[src/rtl/uart_pkg.sv]
// rtl/uart_pkg.sv - 16550 register map, LSR bit positions and controller state encoding
package uart_pkg;

   localparam logic [2:0] REG_THR = 3'd0;
   localparam logic [2:0] REG_RBR = 3'd0;
   localparam logic [2:0] REG_DLL = 3'd0;
   localparam logic [2:0] REG_IER = 3'd1;
   localparam logic [2:0] REG_DLM = 3'd1;
   localparam logic [2:0] REG_FCR = 3'd2;
   localparam logic [2:0] REG_LCR = 3'd3;
   localparam logic [2:0] REG_LSR = 3'd5;

   localparam int LSR_DR   = 0;
   localparam int LSR_THRE = 5;

   typedef enum logic [3:0] {
      ST_W_LCR_DLAB,
      ST_W_DLL,
      ST_W_DLM,
      ST_W_LCR,
      ST_W_FCR,
      ST_IDLE,
      ST_RD_LSR,
      ST_CAP_LSR,
      ST_GAP,
      ST_WR_THR,
      ST_RD_RBR,
      ST_CAP_RBR
   } state_t;

endpackage

[src/rtl/uart_host_ctrl.sv]
// rtl/uart_host_ctrl.sv - 16550 host controller: init sequence, LSR-polled TX bursts, optional RX path (UART_HOST_CTRL_RX_EN)
module uart_host_ctrl
   import uart_pkg::*;
#(
   parameter logic [15:0] DIV      = 16'h0145,
   parameter logic [7:0]  LCR_VAL  = 8'h03,
   parameter logic [7:0]  FCR_VAL  = 8'h01,
   parameter int          TX_BURST = 16,
   parameter int          POLL_GAP = 4
) (
   input  logic       clk,
   input  logic       rst,
   input  logic       s_valid,
   input  logic [7:0] s_data,
   output logic       s_ready,
   output logic       wr,
   output logic       rd,
   output logic [2:0] addr,
   output logic [7:0] din,
   input  logic [7:0] dout,
`ifdef UART_HOST_CTRL_RX_EN
   output logic       m_valid,
   output logic [7:0] m_data,
   input  logic       m_ready,
`endif
   output logic       init_done
);

   localparam logic [4:0] BURST    = 5'(TX_BURST);
   localparam logic [8:0] GAP_LAST = (POLL_GAP == 0) ? 9'd0 : 9'(POLL_GAP - 1);

   state_t     state;
   logic [4:0] credit;
   logic [7:0] gap_cnt;
   logic       wr_q;
   logic       rd_q;
   logic [2:0] addr_q;
   logic [7:0] din_q;
   logic       thr_wr;
   logic       thre;

`ifdef UART_HOST_CTRL_RX_EN
   logic       rx_thre;
   logic [8:0] poll_cnt;
   // After an RBR detour the THRE seen in the preceding LSR read drives the TX decision.
   assign thre = (state == ST_CAP_RBR) ? rx_thre : dout[LSR_THRE];
`else
   assign thre = dout[LSR_THRE];
`endif

   // THR writes follow s_valid in the same cycle so a burst moves one byte per clock.
   assign thr_wr  = (state == ST_WR_THR) && s_valid;
   assign s_ready = thr_wr;
   assign wr      = wr_q | thr_wr;
   assign rd      = rd_q;
   assign addr    = thr_wr ? REG_THR : addr_q;
   assign din     = thr_wr ? s_data : din_q;

   always_ff @(posedge clk or negedge rst) begin
      if (!rst) begin
         state     <= ST_W_LCR_DLAB;
         credit    <= '0;
         gap_cnt   <= '0;
         wr_q      <= 1'b0;
         rd_q      <= 1'b0;
         addr_q    <= '0;
         din_q     <= '0;
         init_done <= 1'b0;
`ifdef UART_HOST_CTRL_RX_EN
         rx_thre   <= 1'b0;
         poll_cnt  <= '0;
         m_valid   <= 1'b0;
         m_data    <= '0;
`endif
      end else begin
         wr_q   <= 1'b0;
         rd_q   <= 1'b0;
         addr_q <= '0;
         din_q  <= '0;
`ifdef UART_HOST_CTRL_RX_EN
         if (m_valid && m_ready) m_valid <= 1'b0;
         if (state == ST_RD_LSR) poll_cnt <= '0;
         else if (poll_cnt != '1) poll_cnt <= poll_cnt + 9'd1;
`endif
         case (state)
            ST_W_LCR_DLAB: begin
               wr_q   <= 1'b1;
               addr_q <= REG_LCR;
               din_q  <= LCR_VAL | 8'h80;
               state  <= ST_W_DLL;
            end
            ST_W_DLL: begin
               wr_q   <= 1'b1;
               addr_q <= REG_DLL;
               din_q  <= DIV[7:0];
               state  <= ST_W_DLM;
            end
            ST_W_DLM: begin
               wr_q   <= 1'b1;
               addr_q <= REG_DLM;
               din_q  <= DIV[15:8];
               state  <= ST_W_LCR;
            end
            ST_W_LCR: begin
               wr_q   <= 1'b1;
               addr_q <= REG_LCR;
               din_q  <= LCR_VAL;
               state  <= ST_W_FCR;
            end
            ST_W_FCR: begin
               wr_q   <= 1'b1;
               addr_q <= REG_FCR;
               din_q  <= FCR_VAL | 8'h06;
               state  <= ST_IDLE;
            end
            ST_IDLE: begin
               init_done <= 1'b1;
               if (s_valid && credit != '0) begin
                  state <= ST_WR_THR;
               end else if (s_valid) begin
                  rd_q   <= 1'b1;
                  addr_q <= REG_LSR;
                  state  <= ST_RD_LSR;
               end
`ifdef UART_HOST_CTRL_RX_EN
               else if (!m_valid && poll_cnt >= 9'(POLL_GAP)) begin
                  rd_q   <= 1'b1;
                  addr_q <= REG_LSR;
                  state  <= ST_RD_LSR;
               end
`endif
            end
            ST_RD_LSR, ST_RD_RBR: begin
               state <= (state == ST_RD_LSR) ? ST_CAP_LSR : ST_CAP_RBR;
            end
            ST_CAP_LSR, ST_CAP_RBR: begin
`ifdef UART_HOST_CTRL_RX_EN
               if (state == ST_CAP_RBR) begin
                  m_data  <= dout;
                  m_valid <= 1'b1;
               end
               if (state == ST_CAP_LSR && dout[LSR_DR] && !m_valid) begin
                  rx_thre <= dout[LSR_THRE];
                  rd_q    <= 1'b1;
                  addr_q  <= REG_RBR;
                  state   <= ST_RD_RBR;
               end else
`endif
               if (thre) begin
                  credit <= BURST;
                  state  <= ST_WR_THR;
               end else begin
                  gap_cnt <= '0;
                  state   <= ST_GAP;
               end
            end
            ST_GAP: begin
               if ({1'b0, gap_cnt} >= GAP_LAST) begin
                  rd_q   <= 1'b1;
                  addr_q <= REG_LSR;
                  state  <= ST_RD_LSR;
               end else begin
                  gap_cnt <= gap_cnt + 8'd1;
               end
            end
            ST_WR_THR: begin
               if (s_valid) begin
                  if (credit != '0) credit <= credit - 5'd1;
                  if (credit <= 5'd1) state <= ST_IDLE;
               end else begin
                  state <= ST_IDLE;
               end
            end
            default: state <= ST_W_LCR_DLAB;
         endcase
      end
   end

endmodule

[config.mk]
export PLATFORM = sky130hd
export DESIGN_NAME = uart_host_ctrl
export DESIGN_NICKNAME = d
export VERILOG_FILES = /design/src/rtl/uart_pkg.sv /design/src/rtl/uart_host_ctrl.sv
export SDC_FILE = /design/constraint.sdc
export NUM_CORES = 1
export LEC_CHECK = 0
export CORE_AREA = 2 2 71 53
export CTS_CLUSTER_SIZE = 28
export DETAILED_ROUTE_END_ITERATION = 7
export DIE_AREA = 0 0 73 55
export PLACE_DENSITY = 0.84
export SYNTH_ARGS = -nofsm -noshare
export SYNTH_HDL_FRONTEND = slang
export SYNTH_SLANG_ARGS = --single-unit
[constraint.sdc]
create_clock -name clk -period 1.9 [get_ports clk]
set_clock_uncertainty 0.05 [all_clocks]
set_input_delay 0.19 -clock clk [delete_from_list [all_inputs] [get_ports clk]]
set_output_delay 0.19 -clock clk [all_outputs]
set_load 0.02 [all_outputs]
==> results.json <==
{
  "status": "finished, violations left",
  "violations": "setup timing",
  "io_buffers": 26,
  "cts_htree_levels": 1,
  "start_util_pct": 42.3,
  "cts_num_sinks": 28,
  "synth_edf_count": 0,
  "placed_cells": 225,
  "viasPerCell": 5.25,
  "synth.avg_cell_area_um2": 9.66,
  "p_leak_nw": 0.929,
  "clock.fmax_mhz": 526,
  "final_nets": 216,
  "clkLatencyLatePin_ns": 0.28,
  "dr.first_iter.drc_count": 61,
  "path_class": "flip-flop to flip-flop",
  "ys_types": 39,
  "grt.met1_usage_pct": 22.4,
  "grt_max_degree": 29,
  "grt_pass1_vias": 1170,
  "path_max_fanout": 2,
  "ys_ff_latch": 28,
  "critical_path_buf_inv_count": 1,
  "synthArstFlopShare_pct": 100,
  "finalCriticalPeriod_ns": 1.90,
  "setup_ws_ns": -0.000961,
  "root_buffer": "clkbuf_8",
  "powerDensity_nw_per_um2": 1450,
  "worst_ep_required_time_ns": 2.02,
  "drc_errors": 0,
  "io-pin-count": 34,
  "total_power_w": 0.00275,
  "hold_ws_ns": 0.237,
  "worstMarginPinSlew_ns": 0.484,
  "syn-cell-area_um2": 1420,
  "ys_seq_area_share_pct": 49.3,
  "final-hold-violation-count": 0,
  "grt_setup_unrepaired": "yes",
  "fillerInstances": 297,
  "layout_common_cells": "28 x dfrtp_1, 22 x buf_4, 21 x nand2_1, 13 x clkdlybuf4s50_1, 9 x nor2b_1",
  "antenna_cells": 0,
  "drtAntennaViolNets": 0,
  "drv_cap": 0,
  "vias": 1219,
  "core-area_um2": 3360,
  "syn_nets": 170,
  "max-slew-margin-rel_pct": 67.7,
  "syn-instance-count": 147,
  "finalCritPeriodShare_pct": 100,
  "yosys_warnings": 0,
  "drive_gt1_share_pct": 25.5,
  "end_kind": "flip-flop",
  "ir_drop_uv": 646,
  "crit_family": "simple AND/OR/NAND/NOR gates",
  "instances_no_fill": 232,
  "placementRows": 18,
  "grt_usage_pct": 17.5,
  "numCtsBuffers": 3,
  "grt_pass1_wl_um": 5290,
  "min-delay-path-class": "primary input to async pin",
  "grt.overflow.total": 0,
  "cpPeakStageDelay_ns": 0.45,
  "layout_commonest_cell": "dfrtp_1",
  "cts_tree": "built",
  "clk_pin_slew_ns": 0.09,
  "die_w_um": 73,
  "place.gp.congestion": 0.868,
  "maxSlewViolCount": 0,
  "grtUsageMet3_pct": 4.35,
  "final_area_um2": 1900,
  "tns_ns": -0.000961,
  "placedInstanceArea_um2": 1850,
  "top_usage_layer": "met2",
  "setup_viol": 1,
  "arrival_ns": 2.02,
  "met2_usage_pct": 29.7,
  "ctsHoldBuffers": 0,
  "die_y_um": 55,
  "wl_per_cell_um": 13.3,
  "start_kind": "flip-flop",
  "area_growth_pct": 33.6,
  "cp_slowest_cell": "or4b_4",
  "finalWirelength_um": 3080,
  "crit_chain": "inv_2, ha_4, or4b_4, and2_4, o311a_1, mux2_2",
  "dieArea_um2": 4020,
  "clk_path_buf_depth": 2,
  "post-dp-hpwl_um": 2240,
  "antenna_found_initial": 0,
  "synth-main-ff-cell": "dfrtp_1",
  "drt-pass1-iter-count": 4
}
-- cells in the mapped netlist (3+ instances only) --
cell	instances	area share, %
nand2b_1	6	2.6
nor3_1	5	1.8
nor2_1	7	1.9
nor2b_1	9	4.0
and2_1	3	1.3
inv_1	4	1.1
o21ai_0	5	1.8
a21oi_1	7	2.5
and3_1	3	1.3
nand2_1	21	5.6
clkbuf_1	5	1.3
dfrtp_1	28	49
nand3_1	5	1.8
ha_1	4	3.5
-- worst reg2reg max path, cell delays in order (launching register included) --
cell and delay [ns]:
dfrtp_1 0.40, inv_2 0.08, ha_4 0.13, or4b_4 0.45, and2_4 0.16, o311a_1 0.28
mux2_2 0.26
-- layout make-up --
type	count	area (µm²)	share of cell area, %
multi-input combinational	108	691	36.4
tap	40	50.0	2.64
clock inverter	1	30.0	1.58
sequential	28	701	36.9
timing repair buffer	48	369	19.5
clock buffer	3	41.3	2.18
inverter	4	15.0	0.792
-- logic make-up after synthesis --
family / count (synthesis) / share of synthesized area (%)
simple gates: 72 / 27.4
flops: 28 / 49.3
compound gates: 26 / 12.4
buf+inv: 11 / 3.08
mux: 4 / 3.00
fa+ha+maj: 4 / 3.52
xor+xnor: 2 / 1.23
-- report_power, final --
group | internal, W | leakage, nW | switching, W | total (W)
clock | 0.000282 | 0.0357 | 0.000187 | 0.000470
combinational | 0.000659 | 0.537 | 0.000760 | 0.00142
sequential | 0.000783 | 0.357 | 0.0000792 | 0.000863
total | 0.00172 | 0.929 | 0.00103 | 0.00275
-- sequential cells by signal (all words and copies together) (netlist names) --
register,flops
rd,1
din_q,5
credit,5
wr_q,1
init_done,1
state,4
addr_q,3
gap_cnt,8
-- what timing repair did --
action / 4_1_cts / 5_1_grt
gates resized for setup: 30 / 14
setup endpoints to repair: 14 / 10
pin swaps: 1 / 3
setup buffers: 3 / 0
-- path summary, 6_finish.rpt --
check | endpoint | startpoint | cells after the start | slack, ns
hold / removal | din_q[1] | rst | 2 | 0.24
setup reg to reg | state[0] | credit[1] | 6 | -0.001
max in group asynchronous | gap_cnt[5] | rst | 2 | 1.30
hold reg to reg | init_done | init_done | 1 | 0.42
setup / recovery | state[0] | credit[1] | 6 | -0.001
min in group clk | init_done | init_done | 1 | 0.42
-- layer usage --
layer | vias to the layer above | wire (µm)
li1 | 605 | -
met1 | 576 | 1460
met2 | 33 | 1420
met3 | 5 | 167
met4 | 0 | 38
met5 | - | 0
-- per-stage QoR --
step / utilization (%) / worst slack [ns]
6_report: 56.5 / -0.000961
5_1_grt: 56.5 / -0.0555
4_1_cts: 57.5 / -0.0318
3_5_place_dp: 55.0 / -0.0362
3_3_place_gp: 55.0 / -0.00609
2_1_floorplan: - / -0.0828
Note: power is estimated with default switching activity, not from simulation.
